`src/rtl/shift_ser_frame.sv`:
```
`default_nettype none
// ============================================================================
// Module   : shift_ser_frame
// Brief    : Serial-to-parallel deserializer with a valid/ready holding
//            register, frame resync and a sticky overrun flag.
// Revision : 1.0
// ============================================================================
module shift_ser_frame #(
    parameter int WIDTH     = 8,
    parameter bit MSB_FIRST = 1'b1,
    localparam int CW       = $clog2(WIDTH + 1)
) (
    input  logic             i_serclk,
    input  logic             i_reset,
    input  logic             i_q,
    input  logic             i_en,
    input  logic             i_start,
    input  logic             i_ready,
    input  logic             i_clr_ovr,
    output logic [WIDTH-1:0] o_data,
    output logic             o_valid,
    output logic             o_overrun,
    output logic [CW-1:0]    o_bitcnt
);

    localparam logic [CW-1:0] C_LAST = CW'(WIDTH - 1);
    localparam logic [CW-1:0] C_ONE  = CW'(1);

    logic [WIDTH-1:0] r_sr;
    logic [CW-1:0]    r_bitcnt;
    logic [WIDTH-1:0] r_data;
    logic             r_valid;
    logic             r_overrun;

    logic [WIDTH-1:0] w_shifted;
    logic [WIDTH-1:0] w_fresh;
    logic             w_complete;
    logic             w_xfer;
    logic             w_load;
    logic             w_drop;

    // w_fresh is the register image when a resync takes the current bit as bit 0
    if (MSB_FIRST) begin : g_msb_first
        assign w_shifted = {r_sr[WIDTH-2:0], i_q};
        assign w_fresh   = {{(WIDTH-1){1'b0}}, i_q};
    end else begin : g_lsb_first
        assign w_shifted = {i_q, r_sr[WIDTH-1:1]};
        assign w_fresh   = {i_q, {(WIDTH-1){1'b0}}};
    end

    assign w_complete = i_en && !i_start && (r_bitcnt == C_LAST);
    assign w_xfer     = r_valid && i_ready;
    assign w_load     = w_complete && (!r_valid || i_ready);
    assign w_drop     = w_complete && r_valid && !i_ready;

    always_ff @(posedge i_serclk) begin
        if (i_reset) begin
            r_sr     <= '0;
            r_bitcnt <= '0;
        end else if (i_start) begin
            r_sr     <= i_en ? w_fresh : '0;
            r_bitcnt <= i_en ? C_ONE : '0;
        end else if (i_en) begin
            r_sr     <= w_shifted;
            r_bitcnt <= (r_bitcnt == C_LAST) ? '0 : r_bitcnt + C_ONE;
        end
    end

    // A completing word always leaves o_valid set: either it loads or the old one is kept
    always_ff @(posedge i_serclk) begin
        if (i_reset) begin
            r_data    <= '0;
            r_valid   <= 1'b0;
            r_overrun <= 1'b0;
        end else begin
            if (w_load) begin
                r_data <= w_shifted;
            end
            if (w_complete) begin
                r_valid <= 1'b1;
            end else if (w_xfer) begin
                r_valid <= 1'b0;
            end
            if (w_drop) begin
                r_overrun <= 1'b1;
            end else if (i_clr_ovr) begin
                r_overrun <= 1'b0;
            end
        end
    end

    assign o_data    = r_data;
    assign o_valid   = r_valid;
    assign o_overrun = r_overrun;
    assign o_bitcnt  = r_bitcnt;

endmodule
`default_nettype wire

```
`config.mk`:
```
export PLATFORM = sky130hd
export DESIGN_NAME = shift_ser_frame
export DESIGN_NICKNAME = d
export VERILOG_FILES = /design/src/rtl/shift_ser_frame.sv
export SDC_FILE = /design/constraint.sdc
export NUM_CORES = 1
export LEC_CHECK = 0
export CORE_ASPECT_RATIO = 0.8
export CORE_MARGIN = 2
export CORE_UTILIZATION = 51
export DETAILED_ROUTE_END_ITERATION = 8
export PLACE_DENSITY = 0.82
export SETUP_SLACK_MARGIN = 0.2
export SYNTH_ARGS = -nofsm -noshare
export SYNTH_HDL_FRONTEND = slang
export SYNTH_SLANG_ARGS = --single-unit
export TNS_END_PERCENT = 100
```
`constraint.sdc`:
```
create_clock -name i_serclk -period 4.4 [get_ports i_serclk]
set_input_delay 0.88 -clock i_serclk [delete_from_list [all_inputs] [get_ports i_serclk]]
set_output_delay 0.88 -clock i_serclk [all_outputs]
set_load 0.02 [all_outputs]
```
== Yosys cells after proc, flatten, opt, wreduce, memory -nomap -nowiden ==
Cells that the tools add are included.

* Add/subtract/negate cells: 1
* Eq/ne operators: 1
* Multiplexer cells: 11
* Reductions and logical operators: 13

{| class="wikitable"
|+ Operator list
! operator !! count
|-
| $mux W7 || 2
|-
| $mux W4 || 3
|-
| $logic_and A1 B1 Y1 || 6
|-
| $mux W1 || 6
|-
| $reduce_bool A2 Y1 || 3
|-
| $add A4 B1 Y4 const B || 1
|-
| $eq A4 B3 Y1 const B || 1
|-
| $logic_not A1 Y1 || 3
|-
| $logic_or A1 B1 Y1 || 1
|}

* Bits in registers: 21
* Input port bits: 7
* Output and inout port bits: 14
* Word-level logic and storage cells: 31

== Logic depth before layout (Yosys ltp) ==
* Depth in word-level cells: 6
* Depth in mapped cells: 5
* Gate-level depth less buffers: 4

== Least setup slack after synthesis ==
Ideal clock, no wire load.

* Path kind: input -> register
* From: input i_start
* To: register r_data[0] (netlist: o_data[0])
* Setup time: 0.072 ns
* Arrival: 1.763 ns
* Required time: 4.328 ns
* Path slack: 2.565 ns
* Cell stages on the path: 4
* Cell sequence: or3b_4 -> nor3b_2 -> buf_6 -> mux2i_1

* Longest elaborated chain between the ends: 4

{| class="wikitable"
|+ RTL lines
! what !! RTL line !! RTL
|-
| from (decl) || 17 || <nowiki>input logic i_start,</nowiki>
|-
| $logic_not A1 Y1 || 51 || <nowiki>assign w_complete = i_en && !i_start && (r_bitcnt == C_LAST);</nowiki>
|-
| $logic_and A1 B1 Y1 (2 in series) || 51 ||
|-
| $logic_and A1 B1 Y1 || 53 || <nowiki>assign w_load = w_complete && (!r_valid || i_ready);</nowiki>
|-
| to (signal assigned) || 77 || <nowiki>r_data <= w_shifted;</nowiki>
|-
| to (decl) || 31 || <nowiki>logic [WIDTH-1:0] r_data;</nowiki>
|}

Every way passes these cells.
A chain may end at the register's enable or synchronous reset.

== Worst setup path after layout ==
* From: input i_en
* To: register r_data[5] (netlist: o_data[5])

* Longest elaborated chain between the ends: 3

{| class="wikitable"
|+ RTL lines
! what !! RTL line !! RTL
|-
| from (decl) || 16 || <nowiki>input logic i_en,</nowiki>
|-
| $logic_and A1 B1 Y1 (2 in series) || 51 ||
|-
| $logic_and A1 B1 Y1 || 53 ||
|}

Every way passes these cells.

==> impl_metrics.env <==
export IMPL_multiInputGateArea_um2=440
export IMPL_place_congestion=0.741
export IMPL_dpl_hpwl_mm=1.03
export IMPL_grt_pass1_wl_mm=2.39
export IMPL_setup_worst_path_end_class="flip-flop"
export IMPL_synth_distinct_cells=23
export IMPL_syn_nets=96
export IMPL_finalCriticalPeriod_ns=2.61
export IMPL_critical_path_arrival_ns=2.85
export IMPL_die_x_um=50.7
export IMPL_final_setup_tns_ns=0
export IMPL_grt_max_degree=23
export IMPL_htree_num_levels=1
export IMPL_min_path_type="flip-flop to flip-flop"
export IMPL_crit_path_max_fanout=13
export IMPL_hold_buffers=0
export IMPL_die_area_mm2=0.00209
export IMPL_maxCapViolations=0
export IMPL_power_uw=308
export IMPL_fin_skew_ns=0.00569
export IMPL_cts_resized=0
export IMPL_routed_wirelength_mm=1.43
export IMPL_status="finished, final reports clean"
export IMPL_overflow=0
export IMPL_synth_area_um2=888
export IMPL_synthToLayoutAreaGrowth_pct=25.6
export IMPL_post_cts_setup_buffers=0
export IMPL_nets=116
export IMPL_ys_warn_count=0
export IMPL_leakage_nw=0.381
export IMPL_worstSkewPairLatency_ns=0.30
export IMPL_cts_path_max_buffers=2
export IMPL_drt_vias_per_instance=4.71
export IMPL_start_util_pct=54.6
export IMPL_gr_usage_all_layers_pct=16.4
export IMPL_fill_cells=141
export IMPL_fmax_ghz=0.382
export IMPL_root_buffer="clkbuf_4"
export IMPL_cts_tree="built"
export IMPL_drv_slew=0
export IMPL_antennaDiodeCount=0
export IMPL_wl_per_cell_um=11.1
export IMPL_synthCells=88
export IMPL_hold_viol=0
export IMPL_peakVddDrop_v=0.000275
export IMPL_regArea_um2=420
export IMPL_dr_pass1_iters=2
export IMPL_rsz0062_at_grt="false"
export IMPL_finalCritPeriodShare_pct=59.4
export IMPL_drtAntennaViolNets=0
export IMPL_slew_headroom_pct=48.3
export IMPL_drive_above_1_share_pct=9.35
export IMPL_drt_iter0_markers=7
export IMPL_chipHeight_um=41.3
export IMPL_setup_violations=0
export IMPL_start_kind="primary input"
export IMPL_vias=608
export IMPL_coreArea_mm2=0.00163
export IMPL_io_pins=21
export IMPL_drc=0
export IMPL_avgSynthCellArea_um2=10.1
export IMPL_cts_buffers=3
export IMPL_clkSlewWorstSetupHoldPaths_ns=0.12
export IMPL_numClockSinks=21
export IMPL_path_class="primary input to flip-flop"
export IMPL_port_buffers=20
export IMPL_p_per_area_mw_per_mm2=276
export IMPL_tightestPinTransition_ns=0.772
export IMPL_rows=13
export IMPL_cp_required_ns=4.64
export IMPL_seq_area_frac_synth_pct=47.3
export IMPL_first_global_vias=516
export IMPL_synth_seq_cells=21
export IMPL_antenna_found_initial=0
-- area by class of cell --
type	instances	share of cell area [%]
repair buffers	20	17.9
flip-flops and latches	21	37.7
well taps	22	2.47
clock inverters	1	0.448
multi-input cells	62	39.5
clock buffers	3	2.02
-- power breakdown --
group | internal (mW) | leakage (nW) | switching (mW)
sequential | 0.192 | 0.170 | 0.00160
clock | 0.0339 | 0.0177 | 0.0585
combinational | 0.0127 | 0.194 | 0.00993
-- kinds of logic after synthesis --
family                   after synthesis  share of synthesized area (%)
AO/OA/AOI/OAI                          4                           3.10
multiplexers                          15                           16.9
buffers and inverters                  5                           3.10
AND/OR/NAND/NOR                       40                           26.2
adder cells (fa/ha/maj)                1                           1.41
XOR/XNOR                               2                           1.97
flip-flops                            21                           47.3
-- stage by stage --
step	utilization [%]	std cells	hold slack (ns)	cell area, µm²	setup slack [ns]
after floorplan	-	88	0.451	888	2.57
after global placement	66.9	125	0.461	1090	1.48
after detailed placement	66.9	125	0.463	1090	1.43
after CTS	68.6	129	0.483	1120	1.76
after global routing	68.6	129	0.499	1120	1.60
final	68.6	129	0.478	1120	1.79
-- Yosys cell counts --
cell | count | area, µm²
dfxtp_1 | 21 | 420
buf_6 | 1 | 11.3
or3b_4 | 1 | 11.3
nand2b_1 | 17 | 106
or3b_2 | 1 | 8.76
nand4_1 | 1 | 6.26
nand2_1 | 3 | 11.3
o31ai_2 | 1 | 12.5
clkbuf_1 | 3 | 11.3
buf_2 | 1 | 5.00
nor3b_2 | 1 | 12.5
xnor2_1 | 1 | 8.76
a21oi_1 | 3 | 15.0
or2_1 | 1 | 6.26
ha_1 | 1 | 12.5
xor2_1 | 1 | 8.76
mux2i_1 | 15 | 150
nor2b_1 | 1 | 6.26
or3_2 | 1 | 7.51
nor3_1 | 1 | 5.00
or2_2 | 1 | 6.26
nor2_1 | 10 | 37.5
nor3b_1 | 1 | 7.51
-- layer usage --
layer | wire (µm) | global-route usage (%) | vias to the layer above
met3 | 77 | 6.43 | 2
met4 | 15 | 6.08 | 0
met2 | 578 | 21.7 | 12
met5 | 0 | 0 | -
li1 | - | - | 328
met1 | 754 | 23.8 | 266
-- critical path, cell delays in order --
cell             delay, ns
clkdlybuf4s50_1       0.84
nand2_1               0.20
nor3b_2               0.67
mux2i_1               0.26
-- registers in the layout, indices dropped and copies added, names as in the netlist --
register and flops:
o_overrun 1, r_sr 7, o_valid 1, o_data 8
o_bitcnt 4
-- path summary, 6_finish.rpt --
kind / startpoint / endpoint / slack [ns] / cells past startpoint
max: i_en / o_data[5] / 1.79 / 4
min reg2reg: o_data[6] / o_data[6] / 0.48 / 2
min: o_data[6] / o_data[6] / 0.48 / 2
max reg2reg: o_bitcnt[0] / o_data[5] / 2.40 / 4
-- placed cells by master (no fill, tap or decap) --
| master | netlist | layout |
|---|---|---|
| clkinv_2 | 0 | 1 |
| xnor2_1 | 1 | 1 |
| clkbuf_4 | 0 | 3 |
| dfxtp_1 | 21 | 21 |
| or3b_2 | 1 | 1 |
| a21oi_1 | 3 | 3 |
| or3b_4 | 1 | 1 |
| or2_2 | 1 | 1 |
| nand2b_1 | 17 | 17 |
| nand4_1 | 1 | 1 |
| or3_2 | 1 | 1 |
| nor2b_1 | 1 | 1 |
| mux2i_1 | 15 | 15 |
| nand2_1 | 3 | 3 |
| nor3b_2 | 1 | 1 |
| clkdlybuf4s50_1 | 0 | 20 |
| o31ai_2 | 1 | 1 |
| ha_1 | 1 | 1 |
| or2_1 | 1 | 1 |
| nor3b_1 | 1 | 1 |
| nor3_1 | 1 | 1 |
| nor2_1 | 10 | 10 |
| xor2_1 | 1 | 1 |
Note: power is estimated with default switching activity, not from simulation.
